`src/rtl/pwm_breathe_multi.sv`:
```
// Multi-channel LED driver: one shared PWM counter and breathing-phase accumulator,
// per-channel off/on/blink/breathe modes with fixed phase offsets and glitch-free shadowing.
module pwm_breathe_multi #(
  parameter int CHANNELS   = 4,
  parameter int PWM_BITS   = 8,
  parameter int STEP_DIV   = 49019,
  parameter int ACTIVE_LOW = 1
) (
  input  logic                  clk,
  input  logic                  rst_n,
  input  logic [2*CHANNELS-1:0] mode,
  input  logic                  freeze,
  output logic [CHANNELS-1:0]   led,
  output logic                  frame
);

  localparam int N         = PWM_BITS;
  localparam int MAX_I     = (1 << N) - 1;
  localparam int TWO_MAX_I = 2 * MAX_I;
  localparam int OFFSET    = TWO_MAX_I / CHANNELS;
  localparam int PRE_W     = (STEP_DIV > 1) ? $clog2(STEP_DIV) : 1;

  localparam logic [N-1:0]     MAX        = N'(MAX_I);
  localparam logic [N:0]       P_LAST     = (N+1)'(TWO_MAX_I - 1);
  localparam logic [N+1:0]     TWO_MAX_W  = (N+2)'(TWO_MAX_I);
  localparam logic [N-1:0]     TWO_MAX_LO = N'(TWO_MAX_I);
  localparam logic [PRE_W-1:0] PRE_LAST   = PRE_W'(STEP_DIV - 1);
  localparam logic             POL        = (ACTIVE_LOW != 0);

  typedef enum logic [1:0] {
    MODE_OFF     = 2'b00,
    MODE_ON      = 2'b01,
    MODE_BLINK   = 2'b10,
    MODE_BREATHE = 2'b11
  } mode_t;

  logic [N-1:0]        cnt;
  logic [PRE_W-1:0]    pre;
  logic [N:0]          p;
  logic [CHANNELS-1:0] on_vec;
  logic                load;

  // Shadows load on the last count of a period so new values apply from cnt==0.
  assign load = (cnt == MAX);

  for (genvar i = 0; i < CHANNELS; i++) begin : g_ch
    localparam logic [N+1:0] OFS_I = (N+2)'(i * OFFSET);

    logic [N+1:0] sum;
    logic [N+1:0] pos;
    logic [N-1:0] lvl;
    logic         up;
    logic [N-1:0] duty_sh;
    mode_t        mode_sh;
    logic         up_sh;
    logic         on_i;

    always_comb begin
      sum = {1'b0, p} + OFS_I;
      pos = (sum >= TWO_MAX_W) ? sum - TWO_MAX_W : sum;
      up  = (pos < {2'b00, MAX});
      // On the falling half 2*MAX-pos < MAX, so the subtraction is exact modulo 2^N.
      lvl = (pos <= {2'b00, MAX}) ? pos[N-1:0] : TWO_MAX_LO - pos[N-1:0];
    end

    // NOTE: reset is synchronous, so it lives inside the clocked branch rather than the sensitivity list.
    always_ff @(posedge clk) begin
      if (!rst_n) begin
        duty_sh <= '0;
        mode_sh <= MODE_OFF;
        up_sh   <= 1'b0;
      end else if (load) begin
        duty_sh <= lvl;
        mode_sh <= mode_t'(mode[2*i +: 2]);
        up_sh   <= up;
      end
    end

    always_comb begin
      on_i = 1'b0;
      case (mode_sh)
        MODE_OFF:     on_i = 1'b0;
        MODE_ON:      on_i = 1'b1;
        MODE_BLINK:   on_i = up_sh;
        MODE_BREATHE: on_i = (cnt < duty_sh);
        default:      on_i = 1'b0;
      endcase
    end

    assign on_vec[i] = on_i;
  end

  // NOTE: every register here uses <= so all reads see pre-edge values (shadow captures the pre-step level).
  always_ff @(posedge clk) begin
    if (!rst_n) begin
      cnt   <= '0;
      pre   <= '0;
      p     <= '0;
      led   <= {CHANNELS{POL}};
      frame <= 1'b0;
    end else begin
      cnt   <= cnt + 1'b1;
      frame <= (cnt == '0);
      led   <= on_vec ^ {CHANNELS{POL}};
      if (!freeze) begin
        if (pre == PRE_LAST) begin
          pre <= '0;
          p   <= (p == P_LAST) ? '0 : p + 1'b1;
        end else begin
          pre <= pre + 1'b1;
        end
      end
    end
  end

endmodule

```
`config.mk`:
```
export PLATFORM = sky130hd
export DESIGN_NAME = pwm_breathe_multi
export DESIGN_NICKNAME = d
export VERILOG_FILES = /design/src/rtl/pwm_breathe_multi.sv
export SDC_FILE = /design/constraint.sdc
export NUM_CORES = 1
export LEC_CHECK = 0
export ABC_AREA = 1
export BUFFER_PORTS_ARGS = -buffer_cell sky130_fd_sc_hd__buf_2
export CAP_MARGIN = 15
export CORE_MARGIN = 2
export CORE_UTILIZATION = 42
export CTS_BUF_LIST = sky130_fd_sc_hd__clkbuf_8
export DETAILED_ROUTE_END_ITERATION = 8
export GPL_ROUTABILITY_DRIVEN = 0
export GPL_TIMING_DRIVEN = 0
export SKIP_CTS_REPAIR_TIMING = 1
export SLEW_MARGIN = 30
export SYNTH_ARGS = -nofsm -noshare
export SYNTH_HDL_FRONTEND = slang
export SYNTH_SLANG_ARGS = --single-unit
```
`constraint.sdc`:
```
create_clock -name clk -period 6.8 [get_ports clk]
set_clock_uncertainty 0.15 [all_clocks]
set_input_delay 0.68 -clock clk [delete_from_list [all_inputs] [get_ports clk]]
set_output_delay 0.68 -clock clk [all_outputs]
set_load 0.005 [all_outputs]
```
==> flow_metrics.env, run 1 <==
export IMPL_p_leak_uw=0.003153
export IMPL_peakVddDrop_uv=94.45
export IMPL_synth_warning_count=0
export IMPL_cp_num_buf_inv=4
export IMPL_path_cells="buf_2, inv_1, ha_1, clkinv_1, or2_2, nand2_1, nor2_2, nand2_4, nand2_4, nand2_1, nand2_1, inv_1, ha_1, nand2_1, nor2_2, nand2_1, o21ai_0, a21oi_1"
export IMPL_syn_area_um2=6095
export IMPL_cts_sinks=81
export IMPL_period_share=0.5808
export IMPL_htreeDepth=3
export IMPL_antenna_cells=0
export IMPL_path_common_cell="nand2_1"
export IMPL_antenna_found_initial=0
export IMPL_vias=5763
export IMPL_area_delta_synth_final_pct=9.177
export IMPL_end_kind="register"
export IMPL_hold_depth=2
export IMPL_critical_path_top_delay_family="simple AND/OR/NAND/NOR gates"
export IMPL_crit_path_max_fanout=9
export IMPL_cp_depth=18
export IMPL_critPathArrivalTime_ns=4.05
export IMPL_dieHeight_um=124.5
export IMPL_cp_slowest_stage_delay_ns=0.58
export IMPL_setup_violations=0
export IMPL_netlist_instances=922
export IMPL_die_area_um2=15490
export IMPL_stdcell_count=1137
export IMPL_synth_area_leaders="dfxtp_1, nand2_1, ha_1"
export IMPL_drv_slew=0
export IMPL_slew_limit_headroom=0.5041
export IMPL_pin_count=16
export IMPL_synth_seq_area_share=0.2661
export IMPL_worstPathRequired_ns=6.90
export IMPL_wirelength_um=15930
export IMPL_path_class="reg -> reg"
export IMPL_dr_first_iter_drc_count=361
export IMPL_start_kind="register"
export IMPL_ys_ff_latch=81
export IMPL_dr_pass1_iters=5
export IMPL_grt_pass1_vias=5366
export IMPL_clockBufferDepth=2
export IMPL_hold_class="reg -> reg"
export IMPL_rsz0062_at_grt="no"
export IMPL_grt_max_degree=17
export IMPL_layout_setup_ws_ns=2.851
export IMPL_clk_pin_slew_ns=0.10
export IMPL_status="completed"
export IMPL_fin_crit_ns=3.949
export IMPL_hold_viol=0
export IMPL_setup_tns_ns=0
export IMPL_grt_pass1_wl_um=26570
export IMPL_die_w_um=124.5
export IMPL_wl_per_cell_um=14.01
export IMPL_ant_nets=0
export IMPL_initial_utilization=0.4242
export IMPL_synth_top_area_frac=0.2661
export IMPL_synth_nets=980
export IMPL_p_per_area_nw_per_um2=147.8
export IMPL_dp_hpwl_um=12100
export IMPL_io_buffers=15
export IMPL_routed_via_density=5.069
export IMPL_cts_buffers=9
export IMPL_clock_latency_ns=0.38
export IMPL_drc=0
export IMPL_ff2ff_path_depth=18
export IMPL_synth_area_per_cell_um2=6.610
export IMPL_cts_tree="built"
export IMPL_root_buffer="clkbuf_8"
export IMPL_synth_cell_types=45
export IMPL_num_rows=44
export IMPL_max_freq_mhz=253.2
export IMPL_layout_nets=1006
export IMPL_placed_cells=1121
export IMPL_tightest_slew_ns=0.7439
export IMPL_synth_top_cell_by_area="dfxtp_1"
export IMPL_drive_above_1_share=0.1112
export IMPL_cp_slowest_cell="ha_1"
export IMPL_core_area_um2=14370
export IMPL_maxCapViolations=0
export IMPL_grt_ovfl_total=0
export IMPL_power_uw=983.7
export IMPL_grtUsageTotal=0.2107
export IMPL_place_ws_ns=2.857
## area by class of cell
class	instances	area, um2
Inverter	142	535.5
Tap cell	184	230.2
Sequential cell	81	1622
Fill cell	1475	7715
Timing Repair Buffer	15	75.07
Clock inverter	7	130.1
Buffer	22	107.6
Multi-Input combinational cell	677	3830
Clock buffer	9	123.9
## cell families after synthesis
logic type,after synthesis,synth area share
simple gates,438,0.3350
buf+inv,164,0.1055
flops,81,0.2661
fa+ha+maj,47,0.09649
xor+xnor,31,0.04701
compound gates,161,0.1499
## synth_stat cells, drive strengths merged
cell type    n
nand3       72
o211ai      12
o31ai        1
nor4         2
nand3b       3
nor2       110
and2         2
or2          3
a21oi       62
nand4       18
clkbuf      15
buf          7
a21boi       1
a2111oi      2
inv        141
xor2        25
and3b        1
nor3        13
o21ai       64
a31oi        5
o21a         2
dfxtp       81
nand2      214
a221oi       3
a211oi       3
a21o         2
clkinv       1
ha          47
xnor2        6
o221ai       4
## tightest hold or removal path, cell delays in order, from the launching register on
cell	delay, ns
dfxtp_1	0.31
inv_1	0.06
a21oi_1	0.05
## metal layers
metal / track usage / vias to the layer above / routed length, um
met5: 0 / - / 0
li1: - / 3055 / -
met1: 0.2662 / 2580 / 7596
met4: 0.05552 / 0 / 251
met3: 0.03136 / 18 / 487
met2: 0.3745 / 110 / 7593
## stage by stage
step | utilization | cell area (um2) | hold slack, ns
floorplan | - | 6095 | 0.2733
detailed placement | 0.4454 | 6400 | 0.2917
finish | 0.4631 | 6654 | 0.3133
global route | 0.4631 | 6654 | 0.3340
global placement | 0.4454 | 6400 | 0.2923
CTS | 0.4631 | 6654 | 0.3069
## power breakdown
| part | switching [uW] | total (uW) | leakage (uW) | internal [uW] |
|---|---|---|---|---|
| Sequential | 4.33 | 482 | 0.000654 | 477 |
| Combinational | 24.3 | 39.9 | 0.00237 | 15.6 |
| Clock | 210 | 462 | 0.000128 | 252 |
| Total | 239 | 984 | 0.00315 | 745 |
## cells in the final DEF, fill, tap and decap left out, types with 5 or more instances in the layout
cell	n
clkbuf_1	15
xor2_1	23
a31oi_1	5
nand4_1	18
dfxtp_1	81
nor3_1	11
nand2_4	5
o21ai_0	53
nand2_1	187
o21ai_1	7
clkbuf_8	9
nor2_4	7
o211ai_1	12
inv_2	6
nor2_1	89
buf_2	17
a21oi_1	62
nand3_1	69
ha_1	47
nor2_2	14
nand2_2	22
inv_1	134
xnor2_1	6
## worst paths after layout
| path | end | slack, ns | start |
|---|---|---|---|
| min | g_ch[1].duty_sh[0] | 0.31 | g_ch[1].duty_sh[0] |
| max reg2reg | g_ch[1].up_sh | 2.85 | p[0] |
| min reg2reg | g_ch[1].duty_sh[0] | 0.31 | g_ch[1].duty_sh[0] |
| max | g_ch[1].up_sh | 2.85 | p[0] |
## registers in the layout, indices dropped and copies added (netlist names)
name and flops:
p 9, pre 16, g_ch.up_sh 4, led 4, g_ch.mode_sh 8, g_ch.duty_sh 31
frame 1, cnt 8
No activity file was read; power rests on OpenSTA's default activity.
==> run 2, diff against run 1 <==
==> constraint.sdc (replaced) <==
create_clock -name clk -period 3.5 [get_ports clk]
set_clock_uncertainty 0.15 [all_clocks]
set_input_delay 0.35 -clock clk [delete_from_list [all_inputs] [get_ports clk]]
set_output_delay 0.35 -clock clk [all_outputs]
set_load 0.005 [all_outputs]
==> run 2 against run 1 <==
Against the previous run: utilization up 0.38 points; register-to-register slack worse by 2.6 ns; clock-buffer cell count unchanged; global-route usage unchanged; first-iteration DRC count up 14%; die area unchanged; sequential power up 94%; cell count up 0.18%; critical endpoint is now g_ch[1].duty_sh[6]; largest power group unchanged.
==> flow_metrics.env, run 2 (synthesis gave the netlist of run 1 again) <==
export IMPL_period_share=0.9213
export IMPL_dieHeight_um=124.5
export IMPL_die_w_um=124.5
export IMPL_largest_reg_flops=31
export IMPL_antenna_cells=0
export IMPL_reg2reg_to="g_ch[1].duty_sh[6]"
export IMPL_final_common_cell="nand2_1"
export IMPL_max_freq_mhz=310.1
export IMPL_root_buffer="clkbuf_8"
export IMPL_cts_buffers=9
export IMPL_wl_per_cell_um=13.98
export IMPL_crit_path_max_fanout=9
export IMPL_htreeDepth=3
export IMPL_min_to="g_ch[1].mode_sh[1]"
export IMPL_maxCapViolations=0
export IMPL_p_per_area_nw_per_um2=284.5
export IMPL_stdcell_count=1139
export IMPL_place_ws_ns=-0.4426
export IMPL_setup_violations=0
export IMPL_worstPathRequired_ns=3.62
export IMPL_hold_viol=0
export IMPL_die_area_um2=15490
export IMPL_core_area_um2=14370
export IMPL_drc=0
export IMPL_cts_sinks=81
export IMPL_placed_cell_area_um2=6400
export IMPL_rsz0062_at_grt="no"
export IMPL_fillers=1474
export IMPL_start_kind="register"
export IMPL_mostFrequentLayoutCells="nand2_1, inv_1, nor2_1"
export IMPL_clk_pin_slew_ns=0.10
export IMPL_path_class="reg -> reg"
export IMPL_hold_depth=3
export IMPL_grt_max_degree=17
export IMPL_clockBufferDepth=2
export IMPL_reg_largest_list="g_ch.duty_sh (31), pre (16), p (9)"
export IMPL_grt_pass1_vias=5366
export IMPL_grt_pass1_wl_um=26570
export IMPL_critPathArrivalTime_ns=3.34
export IMPL_hp_start="mode[3]"
export IMPL_tightest_slew_ns=0.7481
export IMPL_grt_ovfl_total=0
export IMPL_area_delta_synth_final_pct=10.08
export IMPL_critical_path_top_delay_family="simple AND/OR/NAND/NOR gates"
export IMPL_path_common_cell="nand2_1"
export IMPL_dp_hpwl_um=12100
export IMPL_ff2ff_path_depth=20
export IMPL_routed_via_density=5.060
export IMPL_end_kind="register"
export IMPL_power_uw=1909
export IMPL_status="completed"
export IMPL_fin_crit_ns=3.225
export IMPL_layout_setup_ws_ns=0.2755
export IMPL_r2r_start="p[0]"
export IMPL_cp_slowest_cell="dfxtp_2"
export IMPL_initial_utilization=0.4242
export IMPL_placed_cells=1121
export IMPL_wirelength_um=15930
export IMPL_dr_first_iter_drc_count=410
export IMPL_cp_num_buf_inv=4
export IMPL_pin_count=16
export IMPL_regMostFlops="g_ch.duty_sh"
export IMPL_clock_latency_ns=0.38
export IMPL_peakVddDrop_uv=184.1
export IMPL_num_rows=44
export IMPL_path_cells="buf_6, clkinvlp_4, ha_4, clkinvlp_4, or2_2, nand2_1, nor2_2, nand2_4, nand2_4, nand2_1, nand2_1, inv_1, ha_1, nand2_1, nor2_2, nand2_1, nand3_1, nand2_1, nor2_1, nor2_1"
export IMPL_drive_above_1_share=0.1215
export IMPL_grtUsageTotal=0.2107
export IMPL_cp_slowest_stage_delay_ns=0.45
export IMPL_drv_slew=0
export IMPL_io_buffers=15
export IMPL_fin_area_um2=6709
export IMPL_vias=5763
export IMPL_slew_limit_headroom=0.5013
export IMPL_dr_pass1_iters=5
export IMPL_layout_nets=1008
export IMPL_r2r_slack_ns=0.28
export IMPL_hold_class="in -> reg"
export IMPL_antenna_found_initial=0
export IMPL_ant_nets=0
export IMPL_cts_tree="built"
export IMPL_p_leak_uw=0.003173
[run 2: layer usage]
metal  up-vias  GRT usage  routed length [um]
met4         0    0.05552                 239
met5         -          0                   0
met1      2573     0.2662                7583
li1       3061          -                   -
met3        16    0.03136                 506
met2       113     0.3745                7598
[run 2: layout make-up]
| cell class | instances | area, um2 | share of cell area |
|---|---|---|---|
| buffer | 22 | 113.9 | 0.01697 |
| clock buffer | 9 | 123.9 | 0.01846 |
| clock inverter | 7 | 130.1 | 0.01940 |
| inverter | 142 | 543.0 | 0.08094 |
| multi-input combinational | 677 | 3852 | 0.5742 |
| sequential | 81 | 1625 | 0.2423 |
| tap | 184 | 230.2 | 0.03432 |
| timing repair buffer | 17 | 90.09 | 0.01343 |
[run 2: worst max-delay path by stage]
stage,slack [ns],end,cells after the start,from
after detailed placement,-0.44,g_ch[1].up_sh,18,p[0]
after global placement,-0.45,g_ch[1].up_sh,18,p[0]
final,0.28,g_ch[1].duty_sh[6],20,p[0]
after floorplan,0.54,g_ch[1].up_sh,18,p[0]
after CTS,-0.46,g_ch[1].up_sh,18,p[0]
after global routing,0.006,g_ch[1].duty_sh[4],20,p[1]
[run 2: metrics by stage]
stage	setup TNS (ns)	utilization	hold slack, ns
6_report	0	0.4669	0.03910
2_1_floorplan	0	-	0.2733
5_1_grt	0	0.4669	0.04727
3_5_place_dp	-2.777	0.4454	0.2917
3_3_place_gp	-3.219	0.4454	0.2923
4_1_cts	-2.987	0.4631	0.02194
[run 2: report_power, final]
group          total, uW  leakage (uW)  switching (uW)  internal (uW)
clock network        895      0.000128             406            489
logic               77.8       0.00239            47.5           30.3
registers            936      0.000655            8.49            927
[run 2: worst min-delay path, stage by stage]
cell and delay, ns:
buf_2 0.07, nor2_1 0.03, nor2_1 0.08
==> run 3, diff against run 2 <==
--- a/config.mk
+++ b/config.mk
@@ -8,6 +8,7 @@
 export ABC_AREA = 1
 export BUFFER_PORTS_ARGS = -buffer_cell sky130_fd_sc_hd__buf_2
 export CAP_MARGIN = 15
+export CORE_ASPECT_RATIO = 0.75
 export CORE_MARGIN = 2
 export CORE_UTILIZATION = 42
 export CTS_BUF_LIST = sky130_fd_sc_hd__clkbuf_8
==> constraint.sdc (replaced) <==
create_clock -name clk -period 3.5 [get_ports clk]
set_clock_uncertainty 0.15 [all_clocks]
set_input_delay 0.35 -clock clk [delete_from_list [all_inputs] [get_ports clk]]
set_output_delay 0.35 -clock clk [all_outputs]
set_load 0.01 [all_outputs]
==> run 3 against run 2 <==
Against the previous run: worst setup slack improved by 0.056 ns; fmax rose by 1.8%; utilization rose by 0.13 points; cell area fell by 0.13%; global-route usage rose by 1.2 points; largest cell class unchanged; largest power group unchanged.
==> flow_metrics.env, run 3 (synthesis gave the netlist of run 1 again) <==
export IMPL_crit_path_max_fanout=9
export IMPL_dr_first_iter_drc_count=363
export IMPL_timing_hold_ws_ns=0.04517
export IMPL_dieHeight_um=108.3
export IMPL_mostFrequentLayoutCells="nand2_1, inv_1, nor2_1"
export IMPL_fin_crit_ns=3.168
export IMPL_pin_count=16
export IMPL_grt_pass1_vias=5403
export IMPL_largest_reg_flops=31
export IMPL_antenna_cells=0
export IMPL_placed_cells=1137
export IMPL_cts_sinks=81
export IMPL_clock_latency_ns=0.38
export IMPL_final_util=0.4682
export IMPL_htreeDepth=3
export IMPL_worstPathRequired_ns=3.60
export IMPL_clockBufferDepth=2
export IMPL_drv_slew=0
export IMPL_p_per_area_nw_per_um2=252.1
export IMPL_period_share=0.9052
export IMPL_setup_tns_ns=0
export IMPL_die_w_um=143.1
export IMPL_grt_max_degree=14
export IMPL_antenna_found_initial=0
export IMPL_critPathArrivalTime_ns=3.26
export IMPL_stdcell_count=1159
export IMPL_p_leak_uw=0.003162
export IMPL_dr_pass1_iters=4
export IMPL_layout_nets=1013
export IMPL_drc=0
export IMPL_io_buffers=15
export IMPL_wl_per_cell_um=13.81
export IMPL_start_kind="register"
export IMPL_reg_largest_list="g_ch.duty_sh (31), pre (16), p (9)"
export IMPL_hold_class="in -> reg"
export IMPL_rsz0062_at_grt="no"
export IMPL_cts_tree="built"
export IMPL_setup_violations=0
export IMPL_num_rows=38
export IMPL_grt_ovfl_total=0
export IMPL_grt_pass1_wl_um=27030
export IMPL_area_delta_synth_final_pct=9.936
export IMPL_hold_depth=3
export IMPL_vias=5810
export IMPL_cts_buffers=9
export IMPL_hold_viol=0
export IMPL_routed_via_density=5.013
export IMPL_slew_limit_headroom=0.5336
export IMPL_ff2ff_path_depth=18
export IMPL_end_kind="register"
export IMPL_regMostFlops="g_ch.duty_sh"
export IMPL_core_area_um2=14310
export IMPL_ant_nets=0
export IMPL_clk_pin_slew_ns=0.08
export IMPL_dp_hpwl_um=12470
export IMPL_peakVddDrop_uv=162.3
export IMPL_tightest_slew_ns=0.6996
export IMPL_initial_utilization=0.4259
export IMPL_drive_above_1_share=0.1251
export IMPL_max_freq_mhz=315.6
export IMPL_path_class="reg -> reg"
export IMPL_grtUsageTotal=0.2228
export IMPL_wirelength_um=16010
export IMPL_root_buffer="clkbuf_8"
export IMPL_final_common_cell="nand2_1"
export IMPL_status="completed"
export IMPL_die_area_um2=15500
export IMPL_maxCapViolations=0
-- run 3: power breakdown --
part / internal [uW] / switching [uW] / total, uW
clock: 323 / 353 / 676
combinational: 30.4 / 48.3 / 78.7
sequential: 925 / 8.82 / 934
-- run 3: worst paths after layout --
| kind | slack [ns] | endpoint | startpoint |
|---|---|---|---|
| setup / recovery | 0.33 | g_ch[1].up_sh | p[0] |
| setup reg to reg | 0.33 | g_ch[1].up_sh | p[0] |
| hold reg to reg | 0.32 | g_ch[1].duty_sh[0] | g_ch[1].duty_sh[0] |
| hold / removal | 0.05 | g_ch[0].mode_sh[0] | mode[0] |
-- run 3: layout make-up --
type                            count  area (um2)
Buffer                             22       110.1
Clock buffer                        9       123.9
Clock inverter                      6       60.06
Fill cell                        1525        7611
Inverter                          142       543.0
Multi-Input combinational cell    677        3855
Sequential cell                    81        1630
Tap cell                          200       250.2
Timing Repair Buffer               22       127.6
-- run 3: metal layers --
metal  GRT usage  up-vias  share of wire  routed length [um]
met1      0.3336     2612           0.55                8736
met3     0.04384       14          0.049                 779
met4     0.05516        0          0.010                 165
met5           0        -              0                   0
met2      0.3254      109           0.40                6329
li1            -     3075              -                   -
-- run 3: critical path, stage by stage (launching register included) --
cell	delay [ns]
dfxtp_4	0.41
buf_4	0.21
clkinvlp_4	0.20
ha_4	0.37
clkinvlp_4	0.14
or2_2	0.29
nand2_1	0.08
nor2_2	0.06
nand2_4	0.10
nand2_4	0.09
nand2_1	0.11
nand2_1	0.05
inv_1	0.06
ha_1	0.16
nand2_1	0.07
nor2_2	0.10
nand2_1	0.09
o21ai_0	0.19
a21oi_1	0.08
-- run 3: per-stage QoR --
stage	power (uW)	area [um2]	setup WS, ns
6_report	1689	6700	0.3318
2_1_floorplan	1006	6095	0.5363
3_3_place_gp	1035	6420	-0.5533
4_1_cts	1710	6604	-0.5713
3_5_place_dp	1035	6420	-0.5294
5_1_grt	1752	6700	0.02267
